`config.mk`:
```
export PLATFORM = sky130hd
export DESIGN_NAME = muller_c_bank
export DESIGN_NICKNAME = d
export VERILOG_FILES = /design/src/rtl/muller_c_pkg.sv /design/src/rtl/muller_c_cell.sv /design/src/rtl/muller_c_bank.sv
export SDC_FILE = /design/constraint.sdc
export NUM_CORES = 1
export LEC_CHECK = 0
export ABC_CLOCK_PERIOD_IN_PS = 2100
export BUFFER_PORTS_ARGS = -buffer_cell sky130_fd_sc_hd__buf_2
export CELL_PAD_IN_SITES_DETAIL_PLACEMENT = 1
export CELL_PAD_IN_SITES_GLOBAL_PLACEMENT = 1
export CORE_MARGIN = 2
export CORE_UTILIZATION = 34
export CTS_CLUSTER_SIZE = 12
export DETAILED_ROUTE_END_ITERATION = 10
export GPL_TIMING_DRIVEN = 1
export PLACE_DENSITY = 0.85
export SYNTH_ARGS = -nofsm -noshare
export SYNTH_HDL_FRONTEND = slang
export SYNTH_SLANG_ARGS = --single-unit
```
`constraint.sdc`:
```
create_clock -name wb_clk_i -period 2.1 [get_ports wb_clk_i]
set_clock_uncertainty 0.15 [all_clocks]
set_input_delay 0.42 -clock wb_clk_i [delete_from_list [all_inputs] [get_ports wb_clk_i]]
set_output_delay 0.42 -clock wb_clk_i [all_outputs]
set_load 0.02 [all_outputs]
```
`src/rtl/muller_c_pkg.sv`:
```
// Shared limits and masked-compare helpers for the Muller C-element bank.
package muller_c_pkg;

   localparam int CHANNELS_MIN    = 1;
   localparam int CHANNELS_MAX    = 16;
   localparam int N_IN_MIN        = 2;
   localparam int N_IN_MAX        = 8;
   localparam int SYNC_STAGES_MAX = 3;

   // True when every bit selected by mask is 1 in vec (vacuously true for an empty mask).
   function automatic logic all_ones_masked(input logic [N_IN_MAX-1:0] vec,
                                            input logic [N_IN_MAX-1:0] mask);
      return ((vec & mask) == mask);
   endfunction

   // True when every bit selected by mask is 0 in vec (vacuously true for an empty mask).
   function automatic logic all_zeros_masked(input logic [N_IN_MAX-1:0] vec,
                                             input logic [N_IN_MAX-1:0] mask);
      return ((vec & mask) == '0);
   endfunction

   function automatic logic reset_val_ok(input int v);
      return (v == 0) || (v == 1);
   endfunction

   function automatic logic channels_ok(input int c);
      return (c >= CHANNELS_MIN) && (c <= CHANNELS_MAX);
   endfunction

   function automatic logic n_in_ok(input int n);
      return (n >= N_IN_MIN) && (n <= N_IN_MAX);
   endfunction

   function automatic logic sync_ok(input int s);
      return (s >= 0) && (s <= SYNC_STAGES_MAX);
   endfunction

endpackage

```
`src/rtl/muller_c_cell.sv`:
```
// One generalised C-element channel: input synchroniser, state bit and
// transition counter. Rise and fall conditions use independent masks so the
// element can be made asymmetric at run time.
module muller_c_cell
   import muller_c_pkg::*;
#(
   parameter int N_IN        = 3,
   parameter int SYNC_STAGES = 2,
   parameter int CNT_W       = 8,
   parameter int RESET_VAL   = 0
) (
   input  logic             i_clk,
   input  logic             i_rst,
   input  logic [N_IN-1:0]  i_in,
   input  logic [N_IN-1:0]  i_plus_mask,
   input  logic [N_IN-1:0]  i_minus_mask,
   input  logic             i_en,
   output logic             o_c_out,
   output logic [CNT_W-1:0] o_toggle_cnt
);

   logic [N_IN-1:0]     w_s_in;
   logic [N_IN_MAX-1:0] w_s_ext;
   logic [N_IN_MAX-1:0] w_plus_ext;
   logic [N_IN_MAX-1:0] w_minus_ext;
   logic                w_rise;
   logic                w_fall;
   logic                w_flip;

   logic                r_c_out;
   logic [CNT_W-1:0]    r_toggle_cnt;

   generate
      if (SYNC_STAGES == 0) begin : g_nosync
         assign w_s_in = i_in;
      end else begin : g_sync
         logic [N_IN-1:0] r_sync [SYNC_STAGES];

         // Shift the raw inputs through the synchroniser chain.
         always_ff @(posedge i_clk) begin
            if (i_rst) begin
               for (int i = 0; i < SYNC_STAGES; i++) begin
                  r_sync[i] <= '0;
               end
            end else begin
               r_sync[0] <= i_in;
               for (int i = 1; i < SYNC_STAGES; i++) begin
                  r_sync[i] <= r_sync[i-1];
               end
            end
         end

         assign w_s_in = r_sync[SYNC_STAGES-1];
      end
   endgenerate

   assign w_s_ext     = N_IN_MAX'(w_s_in);
   assign w_plus_ext  = N_IN_MAX'(i_plus_mask);
   assign w_minus_ext = N_IN_MAX'(i_minus_mask);

   // An empty mask must disable its transition, so the vacuous truth of the
   // helpers is gated by a reduction-OR of the mask.
   assign w_rise = (|i_plus_mask)  & all_ones_masked(w_s_ext, w_plus_ext);
   assign w_fall = (|i_minus_mask) & all_zeros_masked(w_s_ext, w_minus_ext);

   // Only the condition leading away from the current state matters.
   assign w_flip = i_en & (r_c_out ? w_fall : w_rise);

   // State bit and its transition counter move together on each flip.
   always_ff @(posedge i_clk) begin
      if (i_rst) begin
         r_c_out      <= 1'(RESET_VAL);
         r_toggle_cnt <= '0;
      end else if (w_flip) begin
         r_c_out      <= ~r_c_out;
         r_toggle_cnt <= r_toggle_cnt + CNT_W'(1);
      end
   end

   assign o_c_out      = r_c_out;
   assign o_toggle_cnt = r_toggle_cnt;

endmodule

```
`src/rtl/muller_c_bank.sv`:
```
// Bank of generalised Muller C-elements with a bank-wide 4-phase completion
// detector. The detector watches the registered element outputs and flips its
// phase once every enabled channel has reached the opposite level.
module muller_c_bank
   import muller_c_pkg::*;
#(
   parameter int CHANNELS    = 4,
   parameter int N_IN        = 3,
   parameter int SYNC_STAGES = 2,
   parameter int CNT_W       = 8,
   parameter int PHASE_W     = 8,
   parameter int RESET_VAL   = 0
) (
   input  logic                      wb_clk_i,
   input  logic                      wb_rst_i,
   input  logic [CHANNELS*N_IN-1:0]  in_i,
   input  logic [CHANNELS*N_IN-1:0]  plus_mask_i,
   input  logic [CHANNELS*N_IN-1:0]  minus_mask_i,
   input  logic [CHANNELS-1:0]       chan_en_i,
   output logic [CHANNELS-1:0]       c_out_o,
   output logic [CHANNELS*CNT_W-1:0] toggle_cnt_o,
   output logic                      phase_o,
   output logic                      phase_done_o,
   output logic [PHASE_W-1:0]        phase_cnt_o
);

   generate
      if (!channels_ok(CHANNELS)) begin : g_bad_channels
         $error("muller_c_bank: CHANNELS out of range");
      end
      if (!n_in_ok(N_IN)) begin : g_bad_n_in
         $error("muller_c_bank: N_IN out of range");
      end
      if (!sync_ok(SYNC_STAGES)) begin : g_bad_sync
         $error("muller_c_bank: SYNC_STAGES out of range");
      end
      if (!reset_val_ok(RESET_VAL)) begin : g_bad_reset_val
         $error("muller_c_bank: RESET_VAL must be 0 or 1");
      end
   endgenerate

   logic [CHANNELS-1:0] w_c_out;
   logic [CHANNELS-1:0] w_at_target;
   logic                w_fire;

   logic                r_phase;
   logic                r_phase_done;
   logic [PHASE_W-1:0]  r_phase_cnt;

   generate
      for (genvar c = 0; c < CHANNELS; c++) begin : g_cell
         muller_c_cell #(
            .N_IN        (N_IN),
            .SYNC_STAGES (SYNC_STAGES),
            .CNT_W       (CNT_W),
            .RESET_VAL   (RESET_VAL)
         ) u_cell (
            .i_clk        (wb_clk_i),
            .i_rst        (wb_rst_i),
            .i_in         (in_i[c*N_IN +: N_IN]),
            .i_plus_mask  (plus_mask_i[c*N_IN +: N_IN]),
            .i_minus_mask (minus_mask_i[c*N_IN +: N_IN]),
            .i_en         (chan_en_i[c]),
            .o_c_out      (w_c_out[c]),
            .o_toggle_cnt (toggle_cnt_o[c*CNT_W +: CNT_W])
         );
      end
   endgenerate

   // A channel has reached the target when its output differs from the
   // current phase; disabled channels are forced to count as reached, and an
   // all-disabled bank never fires.
   assign w_at_target = w_c_out ^ {CHANNELS{r_phase}};
   assign w_fire      = (|chan_en_i) & (&(w_at_target | ~chan_en_i));

   // Phase register, one-cycle completion pulse and wrapping phase counter.
   always_ff @(posedge wb_clk_i) begin
      if (wb_rst_i) begin
         r_phase      <= 1'(RESET_VAL);
         r_phase_done <= 1'b0;
         r_phase_cnt  <= '0;
      end else begin
         r_phase_done <= w_fire;
         if (w_fire) begin
            r_phase     <= ~r_phase;
            r_phase_cnt <= r_phase_cnt + PHASE_W'(1);
         end
      end
   end

   assign c_out_o      = w_c_out;
   assign phase_o      = r_phase;
   assign phase_done_o = r_phase_done;
   assign phase_cnt_o  = r_phase_cnt;

endmodule

```
After elaboration in Yosys (flattened, before gate mapping)
Memories as Yosys holds them, arrays and structs flattened.
Index checks and enable logic that the tools add are counted.

word-level totals
  flip-flop bits (word level) = 46
  memory bits (writable) = 24
  logic and storage cells = 90
  memories = 4

operators by class
  $add $sub $neg = 5
  equality and inequality tests = 4
  multiplexer cells = 15
  bitwise logic cells = 37
  reductions and logical operators = 14

memory list
  memory                          words  bits a word  read ports  clocked after Yosys merged registers in  write ports  RTL line             RTL
  g_cell[0].u_cell.g_sync.r_sync  2      3            2           0                                        2            muller_c_cell.sv:37  logic [N_IN-1:0] r_sync [SYNC_STAGES];
  g_cell[1].u_cell.g_sync.r_sync  2      3            2           0                                        2            muller_c_cell.sv:37
  g_cell[2].u_cell.g_sync.r_sync  2      3            2           0                                        2            muller_c_cell.sv:37
  g_cell[3].u_cell.g_sync.r_sync  2      3            2           0                                        2            muller_c_cell.sv:37

operators by type and width
  operator             count
  $add 8x1->8 const B  5
  $eq 8x3->1           4
  $logic_not 8->1      4
  $and 3x3->3          8
  $mux 3               8
  $reduce_or 3->1      8
  $and 1x1->1          13
  $or 1x1->1           8
  $mux 1               7
  $not 1->1            5
  $not 4->4            1
  $or 4x4->4           1
  $reduce_and 4->1     1
  $reduce_or 4->1      1
  $xor 4x4->4          1

Depth between registers and ports, before layout
An unclocked memory read counts as a cell.

  word-level depth = 6
  gate-level depth with buffers = 6
  depth with buffers taken out = 5

By module
A second synthesis with hierarchy kept.

unflattened totals
  cells, all modules = 346
  area, all modules = 3042.9 µm²

modules (own cells, without submodules)
  module         instances  cells each  area an instance (µm²)  sequential area each (µm²)
  muller_c_cell  4          72          639.4                   300.3
  muller_c_bank  1          58          485.5                   200.2

Least setup slack after synthesis
No wires, ideal clock.

  path type = input to register
  start point = input plus_mask_i[7]
  end point = register g_cell[2].u_cell.r_toggle_cnt[6]
  data arrival time = 1.896 ns
  data required time = 1.829 ns
  setup slack = -0.067 ns
  cell stages on the path = 5
  buffers on the path = 0
  cells stage by stage = nor2b_2 > or4_4 > o21a_1 > or3_1 > mux2_4

on the way
  cells in the longest elaborated chain, start to end = 5
  elaborated cells on any way between the ends = 6
  classes of those cells = eq/ne (1); mux (1); bitwise (3); reduce/logical (1)

ends and longest elaborated chain
  what                    RTL line             RTL
  start: declaration      muller_c_bank.sv:17  input logic [CHANNELS*N_IN-1:0] plus_mask_i,
  $and 3x3->3             muller_c_pkg.sv:13   return ((vec & mask) == mask);
  $eq 8x3->1              muller_c_pkg.sv:13
  $and 1x1->1 *           muller_c_cell.sv:63  assign w_rise = (|i_plus_mask) & all_ones_masked(w_s_ext, w_plus_ext);
  $mux 1 *                muller_c_cell.sv:67  assign w_flip = i_en & (r_c_out ? w_fall : w_rise);
  $and 1x1->1 *           muller_c_cell.sv:67
  end signal: assignment  muller_c_cell.sv:76  r_toggle_cnt <= r_toggle_cnt + CNT_W'(1);
  end: declaration        muller_c_cell.sv:31  logic [CNT_W-1:0] r_toggle_cnt;

Mark *: on every way between the ends. The rest lies on a longest branch, timed or not.
A chain may end at the register's enable or synchronous reset.

Final worst setup path
  start point = register g_cell[2].u_cell.r_c_out
  end point = register g_cell[2].u_cell.r_toggle_cnt[6]

on the way
  cells in the longest elaborated chain, start to end = 2

ends and longest elaborated chain
  what                      RTL line             RTL
  start: declaration        muller_c_cell.sv:30  logic r_c_out;
  start signal: assignment  muller_c_cell.sv:72  r_c_out <= 1'(RESET_VAL);
  start signal: assignment  muller_c_cell.sv:75  r_c_out <= ~r_c_out;
  $mux 1                    muller_c_cell.sv:67
  $and 1x1->1               muller_c_cell.sv:67

Every way passes these cells.

==> metrics <==
outcome=finished, violations left; failing checks=setup timing; GR Overflow Total=0; worst slew pin tran=508 ps; Crit path depth=5; number of global-route vias before repair=2938; Core Box Area=8680 um^2; io pins=88; CTS tree=done; crit end category=register; CP peak stage delay=520 ps; WL/cell=15.0 um; Detailed Routing Iterations Pass 1=5; final WL=8.39 mm; HPWL Detailed=6.28 mm; min cycle time layout=2130 ps; ys flop type=dfxtp_1; final setup fails=1; R2R Path End=g_cell[2].u_cell.o_toggle_cnt[6]; number of synthesized flops with an enable pin=0; port bufs=87; CP startpoint kind=register; Final WS setup=-32.1 ps; Cell Rows=34; CTS Buffer Depth=2; Total GRT Usage=0.176; die area=9700 um^2; worst setup path end=g_cell[2].u_cell.o_toggle_cnt[6]; Critical Path RT=2190 ps; Die Y=98.5 um; headroom to the max-slew limit=0.661; Nets=492; crit path DAT=2220 ps; Worst-Skew Late Latency=340 ps; critical path's top delay family=simple AND/OR/NAND/NOR gates; sequential share of the synthesized area=0.462; antenna cells=0; via count=2884; Worst Path Buf+Inv=0; Avg Cell Area, Syn=8.85 um^2; Netlist Area Pre-Place=3030 um^2; final RePlAce weighted congestion=0.803; Ys Warns=0; final setup TNS=-32.1 ps; CTS Sinks=70; global-route wire length before repair=13.8 mm; critical path's slowest cell=or4_4; CP Class=reg -> reg; Final Non-Filler Cells=558; Power Density=737 nW/um^2; CP startpoint=g_cell[2].u_cell.o_c_out; synthesized net count=390; via/cell ratio=5.17; Post-Syn Instances=343; HP Class=in -> reg; Num CTS Buffers=9; share of layout cells above drive strength 1=0.320; largest net degree at the start of global routing=30; final hold vios=0; max-cap violations=0; RSZ-0062 raised after global routing=yes; fmax=469 MHz; depth of the CTS H-tree=3; Synth Register Bits=70; Max Slew Vio Count=0; post-synth cell types=49; Initial DRC Count=45; DP Cell Count=541; Root Buffer=clkbuf_8; CP Cell Sequence=nand2b_4 -> or4_4 -> o21a_4 -> or3_4 -> mux2_4; clk slew on worst S/H paths=80 ps; maximum vdd drop=0.366 mV; initial antenna violation count=0; Remaining DRCs=0; Final ANT Viol Nets=0; Lkg Pwr=1.67 nW; Starting Density=0.350; Synth async-reset ratio=0; FF-to-FF setup slack=-30 ps; cts hold-fix bufs=0; DIE WIDTH=98.5 um; area delta synth->final=30.2%; Final Cycle Share=1.02; critical path peak fanout=8; Reg2Reg Depth=5; Reg-to-Reg Start=g_cell[2].u_cell.o_c_out
-- cells by family after synthesis --
kind of cell	synth area share
compound gates	0.151
mux	0.0408
fa+ha+maj	0.0206
xor+xnor	0.0115
buf+inv	0.0437
simple gates	0.271
flops	0.462
-- Yosys cell counts, types with 3 or more instances --
| library cell | count | area share |
|---|---|---|
| dfxtp_1 | 70 | 0.46 |
| nor2b_1 | 35 | 0.072 |
| a21oi_1 | 34 | 0.056 |
| o21ai_0 | 22 | 0.036 |
| or3_1 | 21 | 0.043 |
| nor2_1 | 19 | 0.024 |
| nand3_1 | 17 | 0.028 |
| inv_1 | 15 | 0.019 |
| nand2_1 | 14 | 0.017 |
| clkbuf_1 | 10 | 0.012 |
| nor3_1 | 10 | 0.016 |
| mux2_2 | 7 | 0.026 |
| nand4_1 | 7 | 0.014 |
| a22oi_1 | 5 | 0.012 |
| ha_1 | 5 | 0.021 |
| buf_4 | 4 | 0.0099 |
| mux2i_1 | 3 | 0.0099 |
| o31ai_1 | 3 | 0.0074 |
| or4_1 | 3 | 0.0074 |
| xor2_1 | 3 | 0.0087 |
-- placed cells by master (no fill, tap or decap), drive strengths merged, types with 3 or more instances in the layout --
cell and instances:
dfxtp 70, and4 3, or4 4, mux2 8
o31ai 3, xor2 3, ha 5, a22oi 5
or3 22, a21oi 34, nand2b 3, inv 18
nand4 7, nor3 10, clkbuf 9, nor2b 36
mux2i 3, o21ai 22, nand3 17, nand2 14
nor2 19, buf 107
-- area by class of cell --
cell class	count	area, um^2
Timing Repair Buffer	107	589
Multi-Input combinational cell	242	1540
Sequential cell	70	1400
Fill cell	1066	4730
Clock buffer	9	124
Inverter	15	56.3
Clock inverter	7	105
Tap cell	108	135
-- power breakdown --
group          switching, mW  total [mW]  internal, mW  leakage [nW]
logic                  0.142       0.260         0.118         0.992
clock network          0.572        1.26         0.688         0.112
registers             0.0289        1.39          1.36         0.571
total                  0.743        2.91          2.17          1.67
-- worst min-delay path by stage --
stage,end,cells past startpoint,slack [ps],from
2_1_floorplan,g_cell[0].u_cell.g_sync.r_sync[0][3],1,260,g_cell[0].u_cell.g_sync.r_sync[0][0]
3_3_place_gp,g_cell[3].u_cell.g_sync.r_sync[0][5],1,270,g_cell[3].u_cell.g_sync.r_sync[0][2]
3_5_place_dp,g_cell[0].u_cell.g_sync.r_sync[0][3],1,280,g_cell[0].u_cell.g_sync.r_sync[0][0]
4_1_cts,g_cell[3].u_cell.g_sync.r_sync[0][0],2,110,in_i[9]
5_1_grt,g_cell[3].u_cell.g_sync.r_sync[0][0],2,110,in_i[9]
6_report,g_cell[3].u_cell.g_sync.r_sync[0][0],2,130,in_i[9]
-- worst reg2reg max path: stages, from the launching register on --
cell      delay, ps
dfxtp_2         330
nand2b_4        150
or4_4           530
o21a_4          240
or3_4           330
mux2_4          300
-- registers in the layout, summed over array words and instances, names as in the netlist --
signal	count
phase_done_o	1
phase_cnt_o	8
g_cell.u_cell.o_c_out	4
phase_o	1
g_cell.u_cell.o_toggle_cnt	32
g_cell.u_cell.g_sync.r_sync	24
-- per-stage QoR --
step                hold slack, ps  worst slack [ps]  instance area, um^2  utilization  total power, mW
floorplan                      264             -38.3                 3040            -             1.55
global placement               267              -274                 3680        0.424             1.66
detailed placement             277              -304                 3680        0.424             1.68
CTS                            115             -27.3                 3930        0.453             2.94
global route                   113             -60.2                 3950        0.455             3.04
finish                         129             -32.1                 3950        0.455             2.91
-- what timing repair did --
action,in CTS,in global routing
hold endpoints to repair,0,0
gates resized for setup,5,5
setup endpoints to repair,3,10
cloned,0,0
pin swaps,2,4
buffers inserted,1,0
-- metal layers --
metal	vias to the layer above	track usage	wire length, um
met4	0	0.0527	133
met5	-	0	0
met3	11	0.0433	383
met2	61	0.319	4360
li1	1422	-	-
met1	1390	0.205	3500
No activity file was read; power rests on OpenSTA's default activity.
